`src/rtl/hit_score_counter.sv`:
```
// Hit detector and saturating 4-digit BCD score: at most one hit per frame, then a frame-count cooldown.
// hit_pulse follows the start-of-frame that closes a hit frame by one cycle, and score_bcd updates one cycle later.
module hit_score_counter #(
  parameter int unsigned COOLDOWN_FRAMES = 30
) (
  input  logic        clk,
  input  logic        reset,
  input  logic        collision,
  input  logic [31:0] pxl_x,
  input  logic [31:0] pxl_y,
  output logic [15:0] score_bcd,
  output logic        hit_pulse,
  output logic        saturated,
  output logic        armed
);

  typedef enum logic [1:0] {
    S_ARMED = 2'd0,
    S_INCR  = 2'd1,
    S_COOL  = 2'd2
  } state_t;

  localparam logic [7:0]  COOL_INIT = COOLDOWN_FRAMES[7:0];
  localparam logic [15:0] SCORE_MAX = 16'h9999;

  state_t      state_q, state_d;
  logic [7:0]  cnt_q, cnt_d;
  logic [15:0] score_q, score_d;
  logic        sat_q, sat_d;
  logic        hit_seen_q, hit_seen_d;
  logic        prev_origin_q, prev_origin_d;
  logic        origin;
  logic        sof;

  // Ripple the +1 through the digits; a 9 wraps to 0 and passes the carry on.
  function automatic logic [15:0] bcd_inc(input logic [15:0] v);
    logic [15:0] r;
    logic        carry;
    r     = v;
    carry = 1'b1;
    for (int i = 0; i < 4; i++) begin
      if (carry) begin
        if (v[i*4 +: 4] == 4'd9) begin
          r[i*4 +: 4] = 4'd0;
        end else begin
          r[i*4 +: 4] = v[i*4 +: 4] + 4'd1;
          carry       = 1'b0;
        end
      end
    end
    return r;
  endfunction

  assign origin = (pxl_x == 32'd0) && (pxl_y == 32'd0);
  assign sof    = origin && !prev_origin_q;

  always_comb begin
    state_d       = state_q;
    cnt_d         = cnt_q;
    score_d       = score_q;
    prev_origin_d = origin;
    hit_seen_d    = hit_seen_q;

    // A collision on the sof cycle itself belongs to the frame that is starting.
    if (sof) begin
      hit_seen_d = collision;
    end else if (collision) begin
      hit_seen_d = 1'b1;
    end

    case (state_q)
      S_ARMED: begin
        if (sof && hit_seen_q) begin
          state_d = S_INCR;
        end
      end
      S_INCR: begin
        cnt_d = COOL_INIT;
        if (score_q != SCORE_MAX) begin
          score_d = bcd_inc(score_q);
        end
        state_d = (COOLDOWN_FRAMES == 0) ? S_ARMED : S_COOL;
      end
      S_COOL: begin
        if (sof) begin
          if (cnt_q == 8'd1) begin
            state_d = S_ARMED;
          end else begin
            cnt_d = cnt_q - 8'd1;
          end
        end
      end
      default: state_d = S_ARMED;
    endcase

    sat_d = sat_q || (score_d == SCORE_MAX);
  end

  always_ff @(posedge clk) begin
    if (reset) begin
      state_q       <= S_ARMED;
      cnt_q         <= 8'd0;
      score_q       <= 16'h0000;
      sat_q         <= 1'b0;
      hit_seen_q    <= 1'b0;
      prev_origin_q <= 1'b1;
    end else begin
      state_q       <= state_d;
      cnt_q         <= cnt_d;
      score_q       <= score_d;
      sat_q         <= sat_d;
      hit_seen_q    <= hit_seen_d;
      prev_origin_q <= prev_origin_d;
    end
  end

  assign score_bcd = score_q;
  assign hit_pulse = (state_q == S_INCR);
  assign armed     = (state_q == S_ARMED);
  assign saturated = sat_q;

endmodule

```
`config.mk`:
```
export PLATFORM = sky130hd
export DESIGN_NAME = hit_score_counter
export DESIGN_NICKNAME = d
export VERILOG_FILES = /design/src/rtl/hit_score_counter.sv
export SDC_FILE = /design/constraint.sdc
export NUM_CORES = 1
export LEC_CHECK = 0
export BUFFER_PORTS_ARGS = -buffer_cell sky130_fd_sc_hd__buf_2
export CORE_MARGIN = 2
export CORE_UTILIZATION = 48
export DETAILED_ROUTE_END_ITERATION = 8
export GPL_ROUTABILITY_DRIVEN = 1
export PLACE_DENSITY = 0.85
export SKIP_CTS_REPAIR_TIMING = 1
export SYNTH_ARGS = -nofsm -noshare
export SYNTH_HDL_FRONTEND = slang
export SYNTH_SLANG_ARGS = --single-unit
```
`constraint.sdc`:
```
create_clock -name clk -period 4.48 [get_ports clk]
set_clock_uncertainty 0.1 [all_clocks]
set_input_delay 0.448 -clock clk [delete_from_list [all_inputs] [get_ports clk]]
set_output_delay 0.448 -clock clk [all_outputs]
set_load 0.03 [all_outputs]
```
==> summary.txt <==
Outcome
  – Outcome: finished clean

Critical path
  – Reg-to-Reg Start: score_bcd[11]
  – Worst Path Buf+Inv: 0
  – Critical path cell sequence: nor4bb_1 > nand3_1 > o211ai_1 > a2bb2oi_1 > a21o_1 > o32ai_1
  – CP max-delay cell: nor4bb_1
  – Depth of the worst register-to-register path: 6
  – Crit Path Class: register to register
  – CP top delay family: simple AND/OR/NAND/NOR gates
  – Largest stage delay, worst path: 0.85 ns
  – Req. time, crit path: between 4 and 5 ns
  – Critical path capture point type: register
  – R2R Setup Slk: 1.99 ns
  – Worst-path fanout max: 7
  – RR Endpoint: saturated
  – Critical path data arrival time: 2.62 ns
  – Startpoint Class: register

Synth
  – #FFs+latches synth: 29
  – Dominant synthesized flop cell: dfxtp_1
  – Post-synthesis net count: 271
  – Synthesized cell area: 1628 um2
  – Number of flops mapped to enable cells by yosys: 0
  – Top cells by area, synth: dfxtp_1, nor4_1, nor2_1
  – Sequential area share after synthesis: 0.3566
  – Number of distinct library cells after synthesis: 48
  – Ys async rst share: 0
  – Mapped Cells: 202
  – Ys Warns: 0
  – Syn avg cell area: 8.058 um2
  – Largest area contributor in the netlist: dfxtp_1
  – Synth top area share: 0.3566

Pwr
  – Pleak: approximately 0.94 nW
  – VDD IR max: 130.5 uV
  – Pwr dens: 216.4 nW/um2

Flow run
  – Max-cap violations: 0

Cells and area
  – Nets@finish: 357
  – Area Overhead vs Synth: 31.13%
  – Most common cell after layout, fill and taps aside: buf_2
  – Inserted Diodes: 0
  – Most frequent cells in the layout: buf_2, dfxtp_1, nor2_1
  – Share of cells above drive strength 1: 0.3403
  – Layout Utilization: 0.6499

Floorplanning
  – Die X: 62.24 um
  – Starting Density: 0.4956
  – Cell row count: 21
  – Number of top-level pins: 86
  – Core ar.: 3284 um2
  – DIE AREA: 3873 um2
  – Die H: 62.24 um

Global route
  – Overflow after GRT: 0
  – Largest net degree at the start of global routing: 29
  – Vias in the first global route: 1,645
  – Initial antenna violation count: 0
  – GRT Total Usage: 0.2240
  – First-pass GRT wire length: 7189 um

Timing
  – Fmax: 401.0 MHz
  – Fin Setup TNS: 0 ns
  – Worst slew pin tran: 0.9526 ns
  – Final worst path period share: 0.5567
  – Final Critical Period: 2.494 ns
  – Hold Slack: between 0.2 and 0.25 ns
  – Max_slew headroom: 0.3563
  – Max Slew Vio Count: 0
  – Final Hold Fails: 0
  – Setup Viol. Count Final: 0
  – RSZ-0062 raised after global routing: no

Route
  – DRT antenna net count: 0
  – Initial DRC count: 65
  – Vias/cell: 5.314
  – DR DRC count: 0
  – Vias: 1,775
  – DR WL/cell: 11.97 um
  – Final WL: around 4000 um
  – First-pass iteration count of the detailed router: 4

Placed design
  – Final HPWL DP: 3172 um
  – # port buffers: 85
  – RePlAce Congestion: 0.8154

Clock network
  – Deepest clock path buffer count: 2
  – Clock sinks: 29
  – CTS buffer count: 5
  – Clk slew on worst S/H paths: 0.08 ns
  – CTS Root Cell: clkbuf_4
  – Clock latency on the worst-skew pair: approximately 0.32 ns
  – H-tree Lvls: 2
  – TritonCTS clock tree: done

Worst hold path
  – Hold Crit Class: primary input to register
  – Hold_sp: collision
  – Worst hold endpoint: hit_seen_q
  – WHS Path Cells: 3
registers in the layout, summed over array words and instances, names as in the netlist:
name / flops
state_q: 2
cnt_q: 8
prev_origin_q: 1
saturated: 1
hit_seen_q: 1
score_bcd: 16
cells in the mapped netlist (all sizes together), types with 3 or more instances:
| cell | instances |
|---|---|
| a21oi | 17 |
| a311oi | 3 |
| and3 | 3 |
| buf | 3 |
| clkbuf | 3 |
| dfxtp | 29 |
| inv | 10 |
| nand2 | 7 |
| nand2b | 3 |
| nand3 | 8 |
| nand4 | 8 |
| nor2 | 27 |
| nor2b | 8 |
| nor3 | 10 |
| nor4 | 18 |
| o21ai | 4 |
| or3 | 4 |
| or4 | 3 |
| xor2 | 6 |
worst max path at each step:
stage / to / depth (start not counted) / slack, ns / startpoint
3_5_place_dp: saturated / 6 / 2.02 / score_bcd[11]
3_3_place_gp: saturated / 6 / 2.14 / score_bcd[11]
6_report: saturated / 6 / 1.99 / score_bcd[11]
2_1_floorplan: saturated / 7 / 2.44 / score_bcd[6]
5_1_grt: saturated / 6 / 1.74 / score_bcd[11]
4_1_cts: saturated / 6 / 2.00 / score_bcd[11]
worst reg2reg max path, stage by stage, from the launching register on:
cell and delay, ns:
dfxtp_1 0.42, nor4bb_1 0.85, nand3_1 0.33, o211ai_1 0.19, a2bb2oi_1 0.10, a21o_1 0.16
o32ai_1 0.25
metal layers:
layer  track usage  wire length, um
met3       0.05616              195
met1        0.3032             1985
met2        0.3519             1788
met4       0.07222               30
met5             0                0
kinds of logic (layout without fill, tap and decap cells):
family | after synthesis | in the layout | synth area share
and+or+nand+nor | 109 | 109 | 0.3882
AOI/OAI and AO/OA | 37 | 37 | 0.1484
DFF | 29 | 29 | 0.3567
buffers and inverters | 16 | 102 | 0.04227
xor gates and xnor gates | 8 | 8 | 0.04305
adders and majority gates | 2 | 2 | 0.01537
muxes | 1 | 1 | 0.006149
power breakdown:
part | switching, mW | internal (mW) | leakage [nW]
logic | 0.0195 | 0.0256 | 0.672
clock network | 0.0822 | 0.0739 | 0.0314
registers | 0.00115 | 0.259 | 0.234
total | 0.103 | 0.359 | 0.938
cell type report:
type / count / area (um2)
sequential: 29 / 580.6
fill: 282 / 1150
timing repair buffer: 85 / 425.4
inverter: 10 / 37.54
tap: 46 / 57.56
clock buffer: 7 / 55.05
multi-input combinational: 157 / 978.4
metrics by stage:
stage	area, um2	worst slack (ns)	power [mW]	instances
CTS	2135	2.000	0.4674	334
finish	2135	1.986	0.4618	334
global placement	2079	2.142	0.3111	327
global route	2135	1.741	0.4838	334
detailed placement	2079	2.018	0.3120	327
floorplan	1628	2.441	0.2808	202
(Power assumes the default switching activity.)
